<file path="config.mk">
export PLATFORM = sky130hd
export DESIGN_NAME = useq_call_stack_flat
export DESIGN_NICKNAME = d
export VERILOG_FILES = /design/src/rtl/useq_call_stack_if.sv /design/src/rtl/useq_call_stack.sv /design/src/flat_wrapper.sv
export SDC_FILE = /design/constraint.sdc
export NUM_CORES = 1
export LEC_CHECK = 0
export CAP_MARGIN = 30
export CORE_UTILIZATION = 50
export CTS_BUF_LIST = sky130_fd_sc_hd__clkbuf_8
export DETAILED_ROUTE_END_ITERATION = 12
export MAX_ROUTING_LAYER = met4
export PLACE_DENSITY = 0.68
export SLEW_MARGIN = 40
export SYNTH_ARGS = -nofsm -noshare
export SYNTH_HDL_FRONTEND = slang
export SYNTH_SLANG_ARGS = --single-unit
</file>
<file path="constraint.sdc">
create_clock -name clk -period 3.7 [get_ports clk]
set_input_delay 0.74 -clock clk [delete_from_list [all_inputs] [get_ports clk]]
set_output_delay 0.74 -clock clk [all_outputs]
set_load 0.03 [all_outputs]
</file>
<file path="src/rtl/useq_call_stack_if.sv">
// Microsequencer call-stack bus: push/pop controls from the microword side,
// return dispatch address and status flags back to the dispatch logic.
interface useq_call_stack_if;
  logic        clken;
  logic        clear;
  logic        call;
  logic        ret;
  logic [0:11] pushADDR;
  logic [0:11] dispRET;
  logic        empty;
  logic        full;
  logic        ovf;
  logic        unf;

  modport master (
    output clken, clear, call, ret, pushADDR,
    input  dispRET, empty, full, ovf, unf
  );

  modport slave (
    input  clken, clear, call, ret, pushADDR,
    output dispRET, empty, full, ovf, unf
  );
endinterface

</file>
<file path="src/rtl/useq_call_stack.sv">
// KS-10 microsequencer return-address stack: circular buffer of 12-bit
// return addresses whose top feeds the RET dispatch selectors.
module useq_call_stack #(
  parameter int DEPTH = 16,
  parameter int PTRW  = 4
) (
  input  logic              clk,
  input  logic              rst_n,
  useq_call_stack_if.slave  bus
);

  localparam logic [PTRW:0] FULL_COUNT = (PTRW + 1)'(DEPTH);

  logic [0:11]     stack [DEPTH];
  logic [PTRW-1:0] ptr, ptrNxt, wrPtr;
  logic [PTRW:0]   count, countNxt;
  logic            ovf, ovfNxt;
  logic            unf, unfNxt;
  logic            wrEn;
  logic            isEmpty, isFull;

  assign isEmpty = (count == '0);
  assign isFull  = (count == FULL_COUNT);

  // Outputs depend on registered state only, keeping the dispatch path loop-free.
  assign bus.dispRET = isEmpty ? 12'o0000 : stack[ptr];
  assign bus.empty   = isEmpty;
  assign bus.full    = isFull;
  assign bus.ovf     = ovf;
  assign bus.unf     = unf;

  always_comb begin
    // NOTE: every output of this block gets a default first so no path can infer a latch.
    ptrNxt   = ptr;
    countNxt = count;
    ovfNxt   = ovf;
    unfNxt   = unf;
    wrEn     = 1'b0;
    wrPtr    = ptr;
    if (bus.clken) begin
      if (bus.clear) begin
        ptrNxt   = '0;
        countNxt = '0;
        ovfNxt   = 1'b0;
        unfNxt   = 1'b0;
      end else if (bus.call && (!bus.ret || isEmpty)) begin
        // Plain push; return-then-call on an empty stack degenerates to this.
        ptrNxt = ptr + 1'b1;
        wrPtr  = ptr + 1'b1;
        wrEn   = 1'b1;
        if (isFull) ovfNxt   = 1'b1;
        else        countNxt = count + 1'b1;
      end else if (bus.call && bus.ret) begin
        wrEn = 1'b1;
      end else if (bus.ret) begin
        if (isEmpty) begin
          unfNxt = 1'b1;
        end else begin
          ptrNxt   = ptr - 1'b1;
          countNxt = count - 1'b1;
        end
      end
    end
  end

  // NOTE: sequential state uses non-blocking assignments so all registers update together.
  always_ff @(posedge clk or negedge rst_n) begin
    if (!rst_n) begin
      ptr   <= '0;
      count <= '0;
      ovf   <= 1'b0;
      unf   <= 1'b0;
    end else begin
      ptr   <= ptrNxt;
      count <= countNxt;
      ovf   <= ovfNxt;
      unf   <= unfNxt;
    end
  end

  // NOTE: the storage array is deliberately not reset; its contents are masked while count is zero.
  always_ff @(posedge clk) begin
    if (wrEn) stack[wrPtr] <= bus.pushADDR;
  end

endmodule

</file>
<file path="src/flat_wrapper.sv">
// flat-port wrapper written by rule: the top's interface ports become plain ports
module useq_call_stack_flat 
#(
  parameter int DEPTH = 16,
  parameter int PTRW  = 4
)
  (clk, rst_n, bus_clken, bus_clear, bus_call, bus_ret, bus_pushADDR, bus_dispRET, bus_empty, bus_full, bus_ovf, bus_unf);
  useq_call_stack_if bus_i ();
  input  logic clk;
  input  logic rst_n;
  input wire logic [$bits(bus_i.clken)-1:0] bus_clken;
  input wire logic [$bits(bus_i.clear)-1:0] bus_clear;
  input wire logic [$bits(bus_i.call)-1:0] bus_call;
  input wire logic [$bits(bus_i.ret)-1:0] bus_ret;
  input wire logic [$bits(bus_i.pushADDR)-1:0] bus_pushADDR;
  output wire logic [$bits(bus_i.dispRET)-1:0] bus_dispRET;
  output wire logic [$bits(bus_i.empty)-1:0] bus_empty;
  output wire logic [$bits(bus_i.full)-1:0] bus_full;
  output wire logic [$bits(bus_i.ovf)-1:0] bus_ovf;
  output wire logic [$bits(bus_i.unf)-1:0] bus_unf;
  assign bus_i.clken = bus_clken;
  assign bus_i.clear = bus_clear;
  assign bus_i.call = bus_call;
  assign bus_i.ret = bus_ret;
  assign bus_i.pushADDR = bus_pushADDR;
  assign bus_dispRET = bus_i.dispRET;
  assign bus_empty = bus_i.empty;
  assign bus_full = bus_i.full;
  assign bus_ovf = bus_i.ovf;
  assign bus_unf = bus_i.unf;
  useq_call_stack #(.DEPTH(DEPTH), .PTRW(PTRW)) u_core (.clk(clk), .rst_n(rst_n), .bus(bus_i));
endmodule
</file>
==> results of run 1 <==
through the flow:
step	worst slack, ps	utilization, %	cell area (um^2)
after CTS	147.5	60.15	9693
after detailed placement	392.5	56.78	9150
after global placement	451.4	56.78	9150
final	192.2	60.15	9693
after floorplan	990.0	-	8349
after global routing	99.40	60.15	9693
logic make-up after synthesis:
logic type                 count (synthesis)  synth area share, %
muxes                                     64                16.72
and+or+nand+nor                           69                4.271
DFF                                      203                72.35
adders and majority gates                  7                1.139
buffers and inverters                     28                1.693
AOI/OAI and AO/OA                         34                3.192
xor gates and xnor gates                   6               0.6294
placed cells by master (no fill, tap or decap), types with 2 or more instances in the layout:
| cell type | netlist | layout |
|---|---|---|
| a211oi_2 | 2 | 2 |
| a21o_1 | 3 | 3 |
| a21oi_1 | 9 | 9 |
| and3_1 | 3 | 3 |
| and4_1 | 2 | 2 |
| buf_4 | 0 | 35 |
| clkbuf_8 | 0 | 34 |
| clkdlybuf4s50_1 | 0 | 21 |
| clkinv_1 | 0 | 6 |
| clkinv_2 | 0 | 2 |
| dfrtp_1 | 11 | 9 |
| dlygate4sd2_1 | 0 | 12 |
| edfxtp_1 | 192 | 192 |
| ha_1 | 6 | 6 |
| inv_1 | 6 | 17 |
| inv_2 | 3 | 3 |
| mux2i_1 | 2 | 2 |
| mux4_2 | 60 | 60 |
| nand2_1 | 7 | 7 |
| nand3_1 | 2 | 2 |
| nor2_1 | 23 | 23 |
| nor2b_1 | 14 | 14 |
| nor3_1 | 10 | 10 |
| nor4_1 | 2 | 2 |
| o21ai_1 | 7 | 7 |
| o31ai_1 | 2 | 2 |
| or4_1 | 3 | 3 |
| xnor2_1 | 5 | 5 |
critical path, cell delays in order, from the launching register on:
cell	delay, ps
dfrtp_4	450
buf_16	250
mux4_2	550
mux4_2	490
nor2b_1	150
dlygate4sd2_1	360
sequential cells by signal, summed over array words and instances (netlist names):
| signal | count |
|---|---|
| u_core.bus.ovf | 1 |
| u_core.bus.unf | 1 |
| u_core.count | 5 |
| u_core.ptr | 4 |
| u_core.stack | 192 |
Yosys cell counts, drive strengths merged, types with 5 or more instances:
| cell type | n |
|---|---|
| nor2b | 14 |
| a21oi | 9 |
| dfrtp | 11 |
| ha | 6 |
| nand2 | 7 |
| buf | 10 |
| o21ai | 9 |
| inv | 9 |
| xnor2 | 5 |
| mux4 | 60 |
| edfxtp | 192 |
| nor3 | 10 |
| clkbuf | 9 |
| nor2 | 24 |
power breakdown:
part,total [mW],internal (mW),switching (mW),leakage (nW)
sequential,2.71,2.62,0.0939,1.87
combinational,2.07,0.932,1.13,1.05
clock,1.66,0.848,0.809,0.325
layer usage:
metal | GRT usage, % | vias up | wire length, um
met3 | 5.131 | 39 | 1311
met1 | 28.28 | 2183 | 7083
met5 | - | - | 0
met2 | 32.42 | 144 | 8111
met4 | 7.320 | 0 | 367
li1 | - | 1874 | -
area by class of cell:
type / count / area [um^2]
clock buffer: 34 / 467.9
fill: 1182 / 6422
tap: 216 / 270.3
inverter: 9 / 33.78
clock inverter: 20 / 82.58
sequential: 203 / 6046
timing repair buffer: 70 / 625.6
multi-input combinational: 180 / 2167
worst max path at each step:
stage | endpoint | slack, ps | cells past startpoint
2_1_floorplan | u_core.count[4] | 990 | 10
5_1_grt | bus_dispRET[11] | 100 | 5
6_report | bus_dispRET[1] | 190 | 5
3_5_place_dp | u_core.count[4] | 390 | 10
4_1_cts | bus_dispRET[1] | 150 | 5
3_3_place_gp | u_core.count[4] | 450 | 10
repair_timing:
| item | in CTS | in global routing |
|---|---|---|
| setup endpoints to repair | 12 | 0 |
| hold endpoints to repair | 0 | 0 |
| gates resized for setup | 13 | 0 |
| hold buffers | 0 | 0 |
==> flow_summary.toml, run 1 <==
[setup_path]
reg2reg_to = "u_core.stack[0][9]"
worstSetupStartpoint = "u_core.ptr[0]"
reg2reg_depth = 6
end_kind = "output port"
crit_fanout = 35
rrSetupSlack_ps = 800
start_kind = "flop"
worstPathArrival_ps = 2770
cp_data_required_time_ps = 2960
path_class = "flop to output port"
r2r_start = "u_core.count[1]"

[final_layout]
num_antenna_cells = 0
fin_nets = 523
area_growth_pct = 16.09
finalNonFillerCells = 732
drive_above_1_share_pct = 29.07

[routing]
avgViaCountPerCell = 5.792
vias = 4240
drc_errors = 0
drtIter0Drc = 357
drtAntennaViolNets = 0
routed_wl_um = 16870
first_pass_iters = 4
wire_per_inst_um = 23.05

[placement]
place_inst = 678
place_congestion = 0.8223
dp_hpwl_um = 10380
numPortBuffers = 33

[run]
drv_cap = 0

[sta]
slew-limit-headroom_pct = 62.81
fmax_ghz = 0.2851
fin_skew_ps = 15.73
fin_crit_sh_pct = 94.80
setup_viol = 0
slew_violations = 0
hold_viol = 0
rsz0062_at_grt = "no"
tightest_slew_ps = 557.0
final.min_clock_period_ps = 3508
whs_ps = 530.9
fin_tns_setup_ps = 0

[outcome]
status = "finished clean"

[die]
die_y_um = 131.2
io_pins = 34
dieArea_mm2 = 0.01722
die_x_um = 131.2
rows = 46
start_util_pct = 51.81
core-area_mm2 = 0.01612

[global_route]
grt_pass1_vias = 4391
grt.total_usage_pct = 21.28
grt_overflow = 0
grt_pass1_wl_um = 25960
grt_max_degree = 36
antenna_found_initial = 0

[yosys]
ys_seq_area_share_pct = 72.35
ys_types = 44
synth-edff-count = 192
yosys_warnings = 0
synth_top_area_share_pct = 69.05
synth.net_count = 436
ys_ff_latch = 203
ys_async_sr_fraction_pct = 5.419
netlist_instances = 411
synth_top_area_cell = "edfxtp_1"
synth_area_leaders = "edfxtp_1 (69%), mux4_2 (16%), dfrtp_1 (3.3%)"
avgSynthCellArea_um2 = 20.31
synth_ff_type = "edfxtp_1"
synth_area_mm2 = 0.008349

[min_path]
whs_path_depth = 2
holdPathEnd = "u_core.bus.ovf"
timing.hold.worst.class = "flop to flop"
worstHoldStart = "u_core.bus.ovf"

[clock_network]
cts.htree.levels = 2
clkSinkCount = 203
cts_tree = "yes"
clk_latency_ps = 500
cts_buffer_depth = 3
clock-root-buffer = "clkbuf_8"
numCtsBuffers = 34
post_cts_buffers = 0
clkTransAtPathRegs_ps = 60

[power_and_ir_drop]
leakage_nw = 3.238
p_total_mw = 6.434
ir_drop_v = 0.0003840
power_density_mw_per_mm2 = 663.7
Power figures use the tool's default switching activity.
==> inputs of run 2 (changes only) <==
- CAP_MARGIN: 30 -> unset
- CORE_MARGIN: unset -> 5
- CTS_BUF_LIST: sky130_fd_sc_hd__clkbuf_8 -> unset
==> run 2 against run 1 <==
Effect of this change:
- via count shrank 0.38%
- combinational power about the same
- clock skew grew 4.1 ps
- flip-flop and latch count unchanged
- critical path depth is the same
- sequential power hardly changed
- sequential share of layout area is 0.77 points lower
- first-iteration DRC count rose by 15%
- die area increased by 13%
- global-route usage shrank 1.9 points
==> flow_summary.toml, run 2 (synthesized netlist as in run 1, its figures left out) <==
[setup_path]
crit_path_max_incr_delay_ps = 560
critical_path_buf_inv_count = 2
cpMaxStageDelayCell = "dfrtp_4"
cp_data_required_time_ps = 2960
crit_fanout = 21
crit_chain = "buf_12 > mux4_2 > mux4_2 > nor2b_1 > dlygate4sd2_1"
cpMostUsedCell = "mux4_2"
worstPathArrival_ps = 2820
end_kind = "output port"
start_kind = "flop"
path_class = "flop to output port"
crit_family = "multiplexers"

[die]
die_x_um = 139.2
io_pins = 34
die_y_um = 139.2
dieArea_mm2 = 0.01938
core-area_mm2 = 0.01647
start_util_pct = 50.71
rows = 47

[final_layout]
final_common_cell = "edfxtp_1"
fin_nets = 513
area_growth_pct = 17.55
num-fill-cells = 1194
largest_reg_flops = 192
num_antenna_cells = 0
final_cell_mix = "edfxtp_1 (192), mux4_2 (60), buf_4 (37), nor2_1 (23)"
regArea_mm2 = 0.006046
multi_input_area_mm2 = 0.002167
top_register = "u_core.stack"
drive_above_1_share_pct = 28.60
biggestRegsByFlops = "u_core.stack (192), u_core.count (5), u_core.ptr (4)"

[clock_network]
cts_tree = "yes"
cts_hold_buf = 0
post_cts_buffers = 0
clk_latency_ps = 500
clkTransAtPathRegs_ps = 60
clock-root-buffer = "clkbuf_16"
post_cts_resized = 12
cts.htree.levels = 1
numCtsBuffers = 21
cts_buffer_depth = 3
clkSinkCount = 203

[global_route]
grt_overflow = 0
antenna_found_initial = 0
grt.total_usage_pct = 19.34
grt_max_degree = 54
grt_pass1_wl_um = 27540
grt_pass1_vias = 4411

[routing]
wire_per_inst_um = 24.51
drc_errors = 0
routed_wl_um = 17650
vias = 4224
drtIter0Drc = 411
avgViaCountPerCell = 5.867
first_pass_iters = 5
drtAntennaViolNets = 0

[sta]
fmax_ghz = 0.2807
hold_viol = 0
fin_skew_ps = 19.86
setup_viol = 0
tightest_slew_ps = 658.7
slew_violations = 0
final.min_clock_period_ps = 3562
rsz0062_at_grt = "no"
slew-limit-headroom_pct = 56.09
fin_crit_sh_pct = 96.28
fin_tns_setup_ps = 0

[power_and_ir_drop]
power_density_mw_per_mm2 = 689.4
leakage_nw = 3.244
ir_drop_v = 0.0005119
p_total_mw = 6.766

[placement]
place_congestion = 0.8228
numPortBuffers = 33
dp_hpwl_um = 10930

[min_path]
timing.hold.worst.class = "flop to flop"

[run]
drv_cap = 0

[outcome]
status = "finished clean"
-- run 2: metal layers --
layer	track usage, %	vias up	routed length, um
met5	-	-	0
met4	4.428	0	226
met3	3.259	22	1188
met2	30.69	159	8744
met1	26.86	2188	7490
li1	-	1855	-
-- run 2: power breakdown --
part	switching, mW	internal, mW	leakage, nW	total (mW)
clock	0.801	1.17	0.315	1.97
sequential	0.111	2.62	1.87	2.73
combinational	1.13	0.940	1.06	2.07
total	2.04	4.73	3.24	6.77
-- run 2: path summary, 6_finish.rpt --
path	from	end	slack, ps	depth (start not counted)
worst max-delay path	u_core.ptr[0]	bus_dispRET[7]	140	5
worst min-delay path	u_core.bus.unf	u_core.bus.unf	540	2
worst max register to register	u_core.count[1]	u_core.stack[5][9]	760	6
worst min register to register	u_core.bus.unf	u_core.bus.unf	540	2
max in group asynchronous	rst_n	u_core.ptr[0]	2660	1
min in group asynchronous	rst_n	u_core.ptr[3]	620	1
-- run 2: final cells by class --
cell class	count	share of cell area (%)
clock inverter	12	1.084
sequential	203	61.60
timing repair buffer	73	6.655
multi-input combinational	180	22.08
tap	220	2.805
clock buffer	23	5.431
inverter	9	0.3442
-- run 2: worst register-to-register path, stage by stage, from the launching register on --
cell and delay, ps:
dfrtp_1 440, or4_1 710, o21ai_4 330, and3_1 230, a211oi_2 70, nor2_1 510
buf_4 350
-- run 2: per-stage QoR --
step	area, um^2	hold WS [ps]	setup WS, ps	instances	utilization, %
final	9814	542.1	137.7	720	59.60
after floorplan	8349	444.4	990.0	411	-
after detailed placement	9190	529.2	371.1	685	55.81
after global placement	9190	507.0	390.0	685	55.81
after global routing	9814	580.4	18.48	720	59.60
after CTS	9814	542.2	96.49	720	59.60
